===== src/rtl/mem_stream_responder.sv =====
// Memory-side endpoint of the request/response stream link: turns header + data beats into
// single-word memory commands and returns read data in order. Optional checks: PROTOCOL_CHECK_EN.
module mem_stream_responder #(
  parameter int RESP_DEPTH = 4
) (
  input  logic         clk_in,
  input  logic         rst_n_in,
  input  logic [127:0] req_axis_data,
  input  logic         req_axis_tuser,
  input  logic         req_axis_valid,
  output logic         req_axis_ready,
  output logic [127:0] resp_axis_data,
  output logic         resp_axis_tuser,
  output logic         resp_axis_valid,
  input  logic         resp_axis_ready,
  output logic         mem_valid,
  input  logic         mem_ready,
  output logic [26:0]  mem_addr,
  output logic         mem_wen,
  output logic [127:0] mem_wdata,
  input  logic         mem_rvalid,
  input  logic [127:0] mem_rdata,
  output logic         err_out
);

  localparam int PW = (RESP_DEPTH > 1) ? $clog2(RESP_DEPTH) : 1;
  localparam int CW = PW + 1;

  typedef enum logic [1:0] {IDLE, WRITE, READ} state_e;

  state_e          state_q, state_d;
  logic [26:0]     addr_q, addr_d, len_q, len_d, cnt_q, cnt_d;
  logic            live_q;
  logic [CW-1:0]   occ_q, occ_d, outst_q, outst_d;
  logic [PW-1:0]   wr_ptr_q, rd_ptr_q;
  logic [127:0]    fifo_q [RESP_DEPTH];

  logic            hdr_take, wr_fire, rd_issue, push, pop, credit_ok, hdr_in_write;
  logic [CW-1:0]   used;

`ifdef PROTOCOL_CHECK_EN
  logic            err_q, err_d;
  assign hdr_in_write = req_axis_tuser;
  assign err_out      = err_q;
`else
  assign hdr_in_write = 1'b0;
  assign err_out      = 1'b0;
`endif

  // Credits cover both buffered and in-flight reads so a return always finds FIFO space.
  assign used      = occ_q + outst_q;
  assign credit_ok = used < CW'(RESP_DEPTH);
  assign push      = mem_rvalid && (outst_q != '0);
  assign pop       = resp_axis_valid && resp_axis_ready;
  assign rd_issue  = (state_q == READ) && mem_valid && mem_ready;

  assign resp_axis_valid = (occ_q != '0);
  assign resp_axis_data  = resp_axis_valid ? fifo_q[rd_ptr_q] : '0;
  assign resp_axis_tuser = 1'b0;

  always_comb begin
    req_axis_ready = 1'b0;
    mem_valid      = 1'b0;
    mem_wen        = 1'b0;
    mem_addr       = '0;
    mem_wdata      = '0;
    case (state_q)
      IDLE:  req_axis_ready = live_q;
      WRITE: begin
        req_axis_ready = hdr_in_write | mem_ready;
        mem_valid      = req_axis_valid & ~hdr_in_write;
        mem_wen        = 1'b1;
        mem_addr       = addr_q + cnt_q;
        mem_wdata      = req_axis_data;
      end
      READ: begin
        mem_valid = credit_ok;
        mem_addr  = addr_q + cnt_q;
      end
      default: ;
    endcase
  end

  always_comb begin
    state_d  = state_q;
    addr_d   = addr_q;
    len_d    = len_q;
    cnt_d    = cnt_q;
    hdr_take = 1'b0;
    wr_fire  = 1'b0;
`ifdef PROTOCOL_CHECK_EN
    err_d    = err_q;
    if (mem_rvalid && (outst_q == '0)) err_d = 1'b1;
`endif
    case (state_q)
      IDLE: if (req_axis_valid && req_axis_ready) begin
        hdr_take = req_axis_tuser;
`ifdef PROTOCOL_CHECK_EN
        if (!req_axis_tuser) err_d = 1'b1;
`endif
      end
      WRITE: if (req_axis_valid && req_axis_ready) begin
        hdr_take = hdr_in_write;
        wr_fire  = ~hdr_in_write;
`ifdef PROTOCOL_CHECK_EN
        if (hdr_in_write) err_d = 1'b1;
`endif
      end
      READ: if (rd_issue) begin
        cnt_d = cnt_q + 27'd1;
        if (cnt_q == len_q - 27'd1) state_d = IDLE;
      end
      default: state_d = IDLE;
    endcase
    if (wr_fire) begin
      cnt_d = cnt_q + 27'd1;
      if (cnt_q == len_q - 27'd1) state_d = IDLE;
    end
    // A new header always wins, including one that abandons a write burst.
    if (hdr_take) begin
      addr_d = req_axis_data[54:28];
      len_d  = req_axis_data[27:1];
      cnt_d  = '0;
      if (req_axis_data[27:1] == 27'd0) state_d = IDLE;
      else if (req_axis_data[0])        state_d = WRITE;
      else                              state_d = READ;
    end
  end

  assign occ_d   = occ_q + CW'(push) - CW'(pop);
  assign outst_d = outst_q + CW'(rd_issue) - CW'(push);

  always_ff @(posedge clk_in or negedge rst_n_in) begin
    if (!rst_n_in) begin
      state_q  <= IDLE;
      addr_q   <= '0;
      len_q    <= '0;
      cnt_q    <= '0;
      live_q   <= 1'b0;
      occ_q    <= '0;
      outst_q  <= '0;
      wr_ptr_q <= '0;
      rd_ptr_q <= '0;
`ifdef PROTOCOL_CHECK_EN
      err_q    <= 1'b0;
`endif
    end else begin
      state_q  <= state_d;
      addr_q   <= addr_d;
      len_q    <= len_d;
      cnt_q    <= cnt_d;
      live_q   <= 1'b1;
      occ_q    <= occ_d;
      outst_q  <= outst_d;
      if (push) wr_ptr_q <= wr_ptr_q + PW'(1);
      if (pop)  rd_ptr_q <= rd_ptr_q + PW'(1);
`ifdef PROTOCOL_CHECK_EN
      err_q    <= err_d;
`endif
    end
  end

  always_ff @(posedge clk_in) begin
    if (push) fifo_q[wr_ptr_q] <= mem_rdata;
  end

endmodule


===== config.mk =====
export PLATFORM = sky130hd
export DESIGN_NAME = mem_stream_responder
export DESIGN_NICKNAME = d
export VERILOG_FILES = /design/src/rtl/mem_stream_responder.sv
export SDC_FILE = /design/constraint.sdc
export NUM_CORES = 1
export LEC_CHECK = 0
export ABC_AREA = 1
export BUFFER_PORTS_ARGS = -buffer_cell sky130_fd_sc_hd__buf_2
export CORE_ASPECT_RATIO = 1.1
export CORE_UTILIZATION = 43
export DETAILED_ROUTE_END_ITERATION = 8
export PLACE_DENSITY_LB_ADDON = 0.15
export SETUP_SLACK_MARGIN = 0.2
export SLEW_MARGIN = 20
export SYNTH_ARGS = -nofsm -noshare
export SYNTH_HDL_FRONTEND = slang
export SYNTH_SLANG_ARGS = --single-unit

===== constraint.sdc =====
create_clock -name clk_in -period 7.57 [get_ports clk_in]
set_clock_uncertainty 0.05 [all_clocks]
set_input_delay 0.3785 -clock clk_in [delete_from_list [all_inputs] [get_ports clk_in]]
set_output_delay 0.3785 -clock clk_in [all_outputs]
set_load 0.05 [all_outputs]

Word level (Yosys, flattened, before mapping)
Memories as Yosys holds them, arrays and structs flattened.
Index checks and enable logic that the tools add are counted.
- add/subtract/negate cells: 10
- magnitude comparators: 1
- equal/unequal tests: 3
- mux-type cells: 24
- reductions and logical operators: 14
- operators by type and width (operator ; number):
    $mux 128 ; 2
    $mux 27 ; 5
    $add 27x1->27 const B ; 1
    $add 27x27->27 ; 1
    $eq 27x27->1 ; 1
    $logic_not 27->1 ; 1
    $sub 27x1->27 const B ; 1
    $mux 2 ; 7
    $reduce_bool 3->1 ; 4
    $mux 1 ; 7
    $add 3x1->3 ; 2
    $sub 3x1->3 ; 2
    $logic_and 1x1->1 ; 5
    $add 2x1->2 const B ; 2
    $pmux 1 s2 ; 2
    $pmux 2 s2 ; 1
    $reduce_or 2->1 ; 2
    $add 3x3->3 ; 1
    $lt 3x3->1 const B ; 1
    $eq 2x1->1 const B ; 1
    $eq 2x2->1 const B ; 1
    $logic_not 2->1 ; 1
    $reduce_and 2->1 ; 1
- flip-flop bits (word level): 94
- memory bits (writable): 512
- bits of input ports: 263
- output and inout port bits: 289
- logic and storage cells: 62
- memories: 1
- memories (memory ; depth ; width ; rd ports ; clocked after memory_dff ; write ports ; RTL line ; text):
    fifo_q ; 4 ; 128 ; 1 ; 0 ; 1 ; 36 ; logic [127:0] fifo_q [RESP_DEPTH];

Logic depth before layout (Yosys ltp)
- depth after elaboration: 10
- depth in mapped cells: 17
- mapped depth without buffers: 17

Least setup slack after synthesis
Ideal clock, no wire load.
- kind: register -> register
- start point: reg wr_ptr_q[0]
- end point: mem fifo_q[2][0], enable pin
- library setup time: 0.617 ns
- data arrival time: 5.943 ns
- data required time: 6.903 ns
- path slack: 0.959 ns
- stages on the path, launching flop included: 5
- path buffers: 0
- clock period less this slack: 6.611 ns
- cells stage by stage: dfrtp_1 -> inv_1 -> ha_1 -> inv_1 -> nor2_1
- RTL lines (element ; RTL line ; text):
    from (decl) ; 35 ; logic [PW-1:0] wr_ptr_q, rd_ptr_q;
    from (signal assigned) ; 155 ; if (push) wr_ptr_q <= wr_ptr_q + PW'(1);
    to (decl) ; 36 ;
Straight into the memory's write port.

Worst setup path in the final report
- start point: reg rd_ptr_q[1]
- end point: out resp_axis_data[73]
- longest elaborated chain between the ends: 2
- ends and longest elaborated chain (element ; RTL line ; text):
    from (decl) ; 35 ;
    from (signal assigned) ; 156 ; if (pop) rd_ptr_q <= rd_ptr_q + PW'(1);
    $mem_v2 4x128 ; -- ;
    $mux 128 ; 58 ; assign resp_axis_data = resp_axis_valid ? fifo_q[rd_ptr_q] : '0;
    to (decl) ; 12 ; output logic [127:0] resp_axis_data,
No other way between the ends.

==> metrics <==
Final Max Slew Viols 0; commonest non-fill, non-tap cell in the layout nor2_1; max-cap check violation count 0; Synth Area in Simple Gates 14.95%; #FFs+latches synth 606; H-Tree Level Count 3; Ys Warns 0; DIE WIDTH 244.8 um; HP Class in -> reg; hold path cells 2; CP peak stage delay about 1.1 ns; DIE AREA 65870 um2; clock buffer count from CTS 66; WL final between 70000 and 80000 um; Worst Hold End addr_q[21]$_DFFE_PN0P_; CP Cell Sequence inv_4 > buf_4 > nor2_1 > o21ai_0 > a21oi_1 > buf_2; Fin. Hold Viols 0; Syn Area/Cell 10.30 um2; initial antenna violation count 14; HPWL Detailed 51660 um; drc violations 0; crit path buf inv count 3; DRT antenna net count 0; Clk Latency, worst-skew pair approximately 0.58 ns; FF-to-FF path depth 6; reg2reg end fifo_q[2][98]$_DFFE_PP_; library cells used by synthesis 50; clk root buf clkbuf_16; maximum achievable frequency 0.2332 GHz; synthesized area 27880 um2; IO Count 552; clock slew at reported path FFs about 0.060 ns; die height approximately 270 um; largest net degree at the start of global routing 202; Pre-antenna DRT Iters 6; Vias 21.68k; critical path start-end classification reg -> out; pwr/cell area 487.9 nW/um2; CTS tree done; Reg2Reg Setup Slack around 4 ns; hold_sp req_axis_data[49]; critical path's top delay family buffers and inverters; Post-Synth XOR/XNOR Area 2.136%; RSZ-0062 raised after global routing false; Vias/cell 5.082; WP data required about 7 ns; GPL Wtd Cong between 0.8 and 0.9; critical path fanouts, max 72; final cell count without fillers between 4k and 5k; Layout area overhead 25.51%; final net count 3671; post-synthesis sequential area ratio a little under two thirds; multiplexer area fraction after synthesis 1.844%; CP max-delay cell dfrtp_4; core area 63840 um2; PostCTS Resize Cnt 0; first-pass GRT wire length around 120000 um; minimum clock period 4.288 ns; Mapped Cells 2707; mean routed wirelength per cell 18.74 um; fill cell count roughly 5.7k; main combinational cell family by area after synthesis simple AND/OR/NAND/NOR gates; layout cells sized above 1 a little over a fifth; Inst Count DP 3982; commonest cells after routing, fill and taps aside 591 x nor2_1, 548 x buf_2, 512 x edfxtp_1; Sink Count 606; Global Route Usage Sum 23.42%; Max-slew headroom a little over a quarter; DRT iter0 DRCs between 1.5k and 2k; Initial Util 43.68%; post-synthesis adder-cell area fraction around 2%; fin crit share 56.65%; port bufs 549; Setup crit end kind output pin; slew at the pin closest to its max-slew limit 1.078 ns; VDD IR max 0.0004233 V; GR Overflow Total 0; row count 97; setup TNS 0 ns; vias in the first global route 20.62k; r2r startpoint wr_ptr_q[0]$_DFFE_PN0P_; outcome complete, no violations; CP Launch Type register; compound-gate portion of the synthesized area 9.877%; CP Data Arrival Time 3.86 ns; total chip power 17070 uW; Max clock buf depth 3; final setup fails 0; leak pwr 0.01519 uW
how the worst max path moves through the flow:
stage,start,end,slack (ns),cells after the start
detailed placement,rd_ptr_q[0]$_DFFE_PN0P_,resp_axis_data[23],3.72,5
global route,rd_ptr_q[1]$_DFFE_PN0P_,resp_axis_data[54],3.10,6
global placement,rd_ptr_q[0]$_DFFE_PN0P_,resp_axis_data[37],3.76,5
floorplan,wr_ptr_q[0]$_DFFE_PN0P_,fifo_q[2][0]$_DFFE_PP_,0.96,4
finish,rd_ptr_q[1]$_DFFE_PN0P_,resp_axis_data[73],3.28,6
CTS,rd_ptr_q[0]$_DFFE_PN0P_,resp_axis_data[23],3.08,5
timing repair:
action / 4_1_cts / 5_1_grt
endpoints found under the hold margin: 578 / 0
hold buffers: 155 / 0
setup buffers: 0 / 0
worst reg2reg max path, stage by stage (launching register included):
cell	delay (ns)
dfrtp_1	0.40
inv_1	0.12
ha_1	0.16
inv_1	0.06
nor2_4	0.70
buf_4	0.77
buf_4	0.81
cell families (layout without fill, tap and decap cells):
| logic type | count (synthesis) | after routing |
|---|---|---|
| simple gates | 1017 | 1017 |
| flops | 606 | 606 |
| compound gates | 536 | 536 |
| buf+inv | 397 | 1103 |
| xor+xnor | 68 | 68 |
| fa+ha+maj | 44 | 44 |
| mux | 37 | 37 |
| other cells | 2 | 14 |
where the power goes:
group | internal [uW] | switching, uW | total (uW)
registers | 4480 | 546 | 5030
clock network | 1770 | 1270 | 3050
logic | 2180 | 6820 | 9000
final cells by class:
| class | count | area, um2 | share of cell area, % |
|---|---|---|---|
| Antenna cell | 11 | 27.53 | 0.07866 |
| Clock buffer | 88 | 1797 | 5.134 |
| Clock inverter | 30 | 237.7 | 0.6793 |
| Inverter | 261 | 987.2 | 2.821 |
| Multi-Input combinational cell | 1705 | 8671 | 24.78 |
| Sequential cell | 606 | 17730 | 50.68 |
| Tap cell | 841 | 1052 | 3.007 |
| Timing Repair Buffer | 724 | 4488 | 12.82 |
per-stage QoR:
stage	hold WS (ns)	setup slack [ns]	instance area (um2)	utilization (%)
finish	0.03920	3.282	34990	54.82
global route	0.01264	3.099	34980	54.80
CTS	0.001056	3.084	34960	54.77
detailed placement	0.3600	3.723	31380	49.15
global placement	0.3504	3.760	31350	49.11
floorplan	0.03291	0.9595	27890	-
per-layer routing:
| metal | global-route usage [%] | wire, um | vias up |
|---|---|---|---|
| met2 | 38.92 | 39010 | 640 |
| met5 | 0.9559 | 93 | - |
| li1 | - | - | 10470 |
| met1 | 29.46 | 32800 | 10400 |
| met3 | 5.653 | 5508 | 153 |
| met4 | 9.054 | 2511 | 16 |
state kept, by name, summed over array words and instances (netlist names), 3 cells and up:
name / count
addr_q: 27
cnt_q: 27
occ_q: 3
len_q: 27
outst_q: 3
fifo_q: 512
cells in the mapped netlist (all sizes together):
cell	instances	area (um2)
nor2	608	2352
edfxtp	512	15370
o21ai	333	1667
nand2	278	1054
inv	261	979.7
a21oi	184	920.9
clkbuf	111	419.2
dfrtp	94	2352
nand3	74	397.9
xor2	50	437.9
ha	41	513.0
mux2	37	514.2
buf	25	145.1
nand4	23	158.9
nor3	18	95.09
xnor2	18	157.7
nor4	13	87.58
a21o	5	37.54
a31oi	3	18.77
fa	3	60.06
conb	2	7.510
o21bai	2	15.01
o31ai	2	25.02
a211oi	1	7.510
a221oi	1	8.760
a41oi	1	16.27
nand3b	1	7.510
o2111ai	1	8.760
o211ai	1	7.510
o22ai	1	12.51
o311ai	1	8.760
or2	1	6.260
or3b	1	8.760
(Power assumes the default switching activity.)
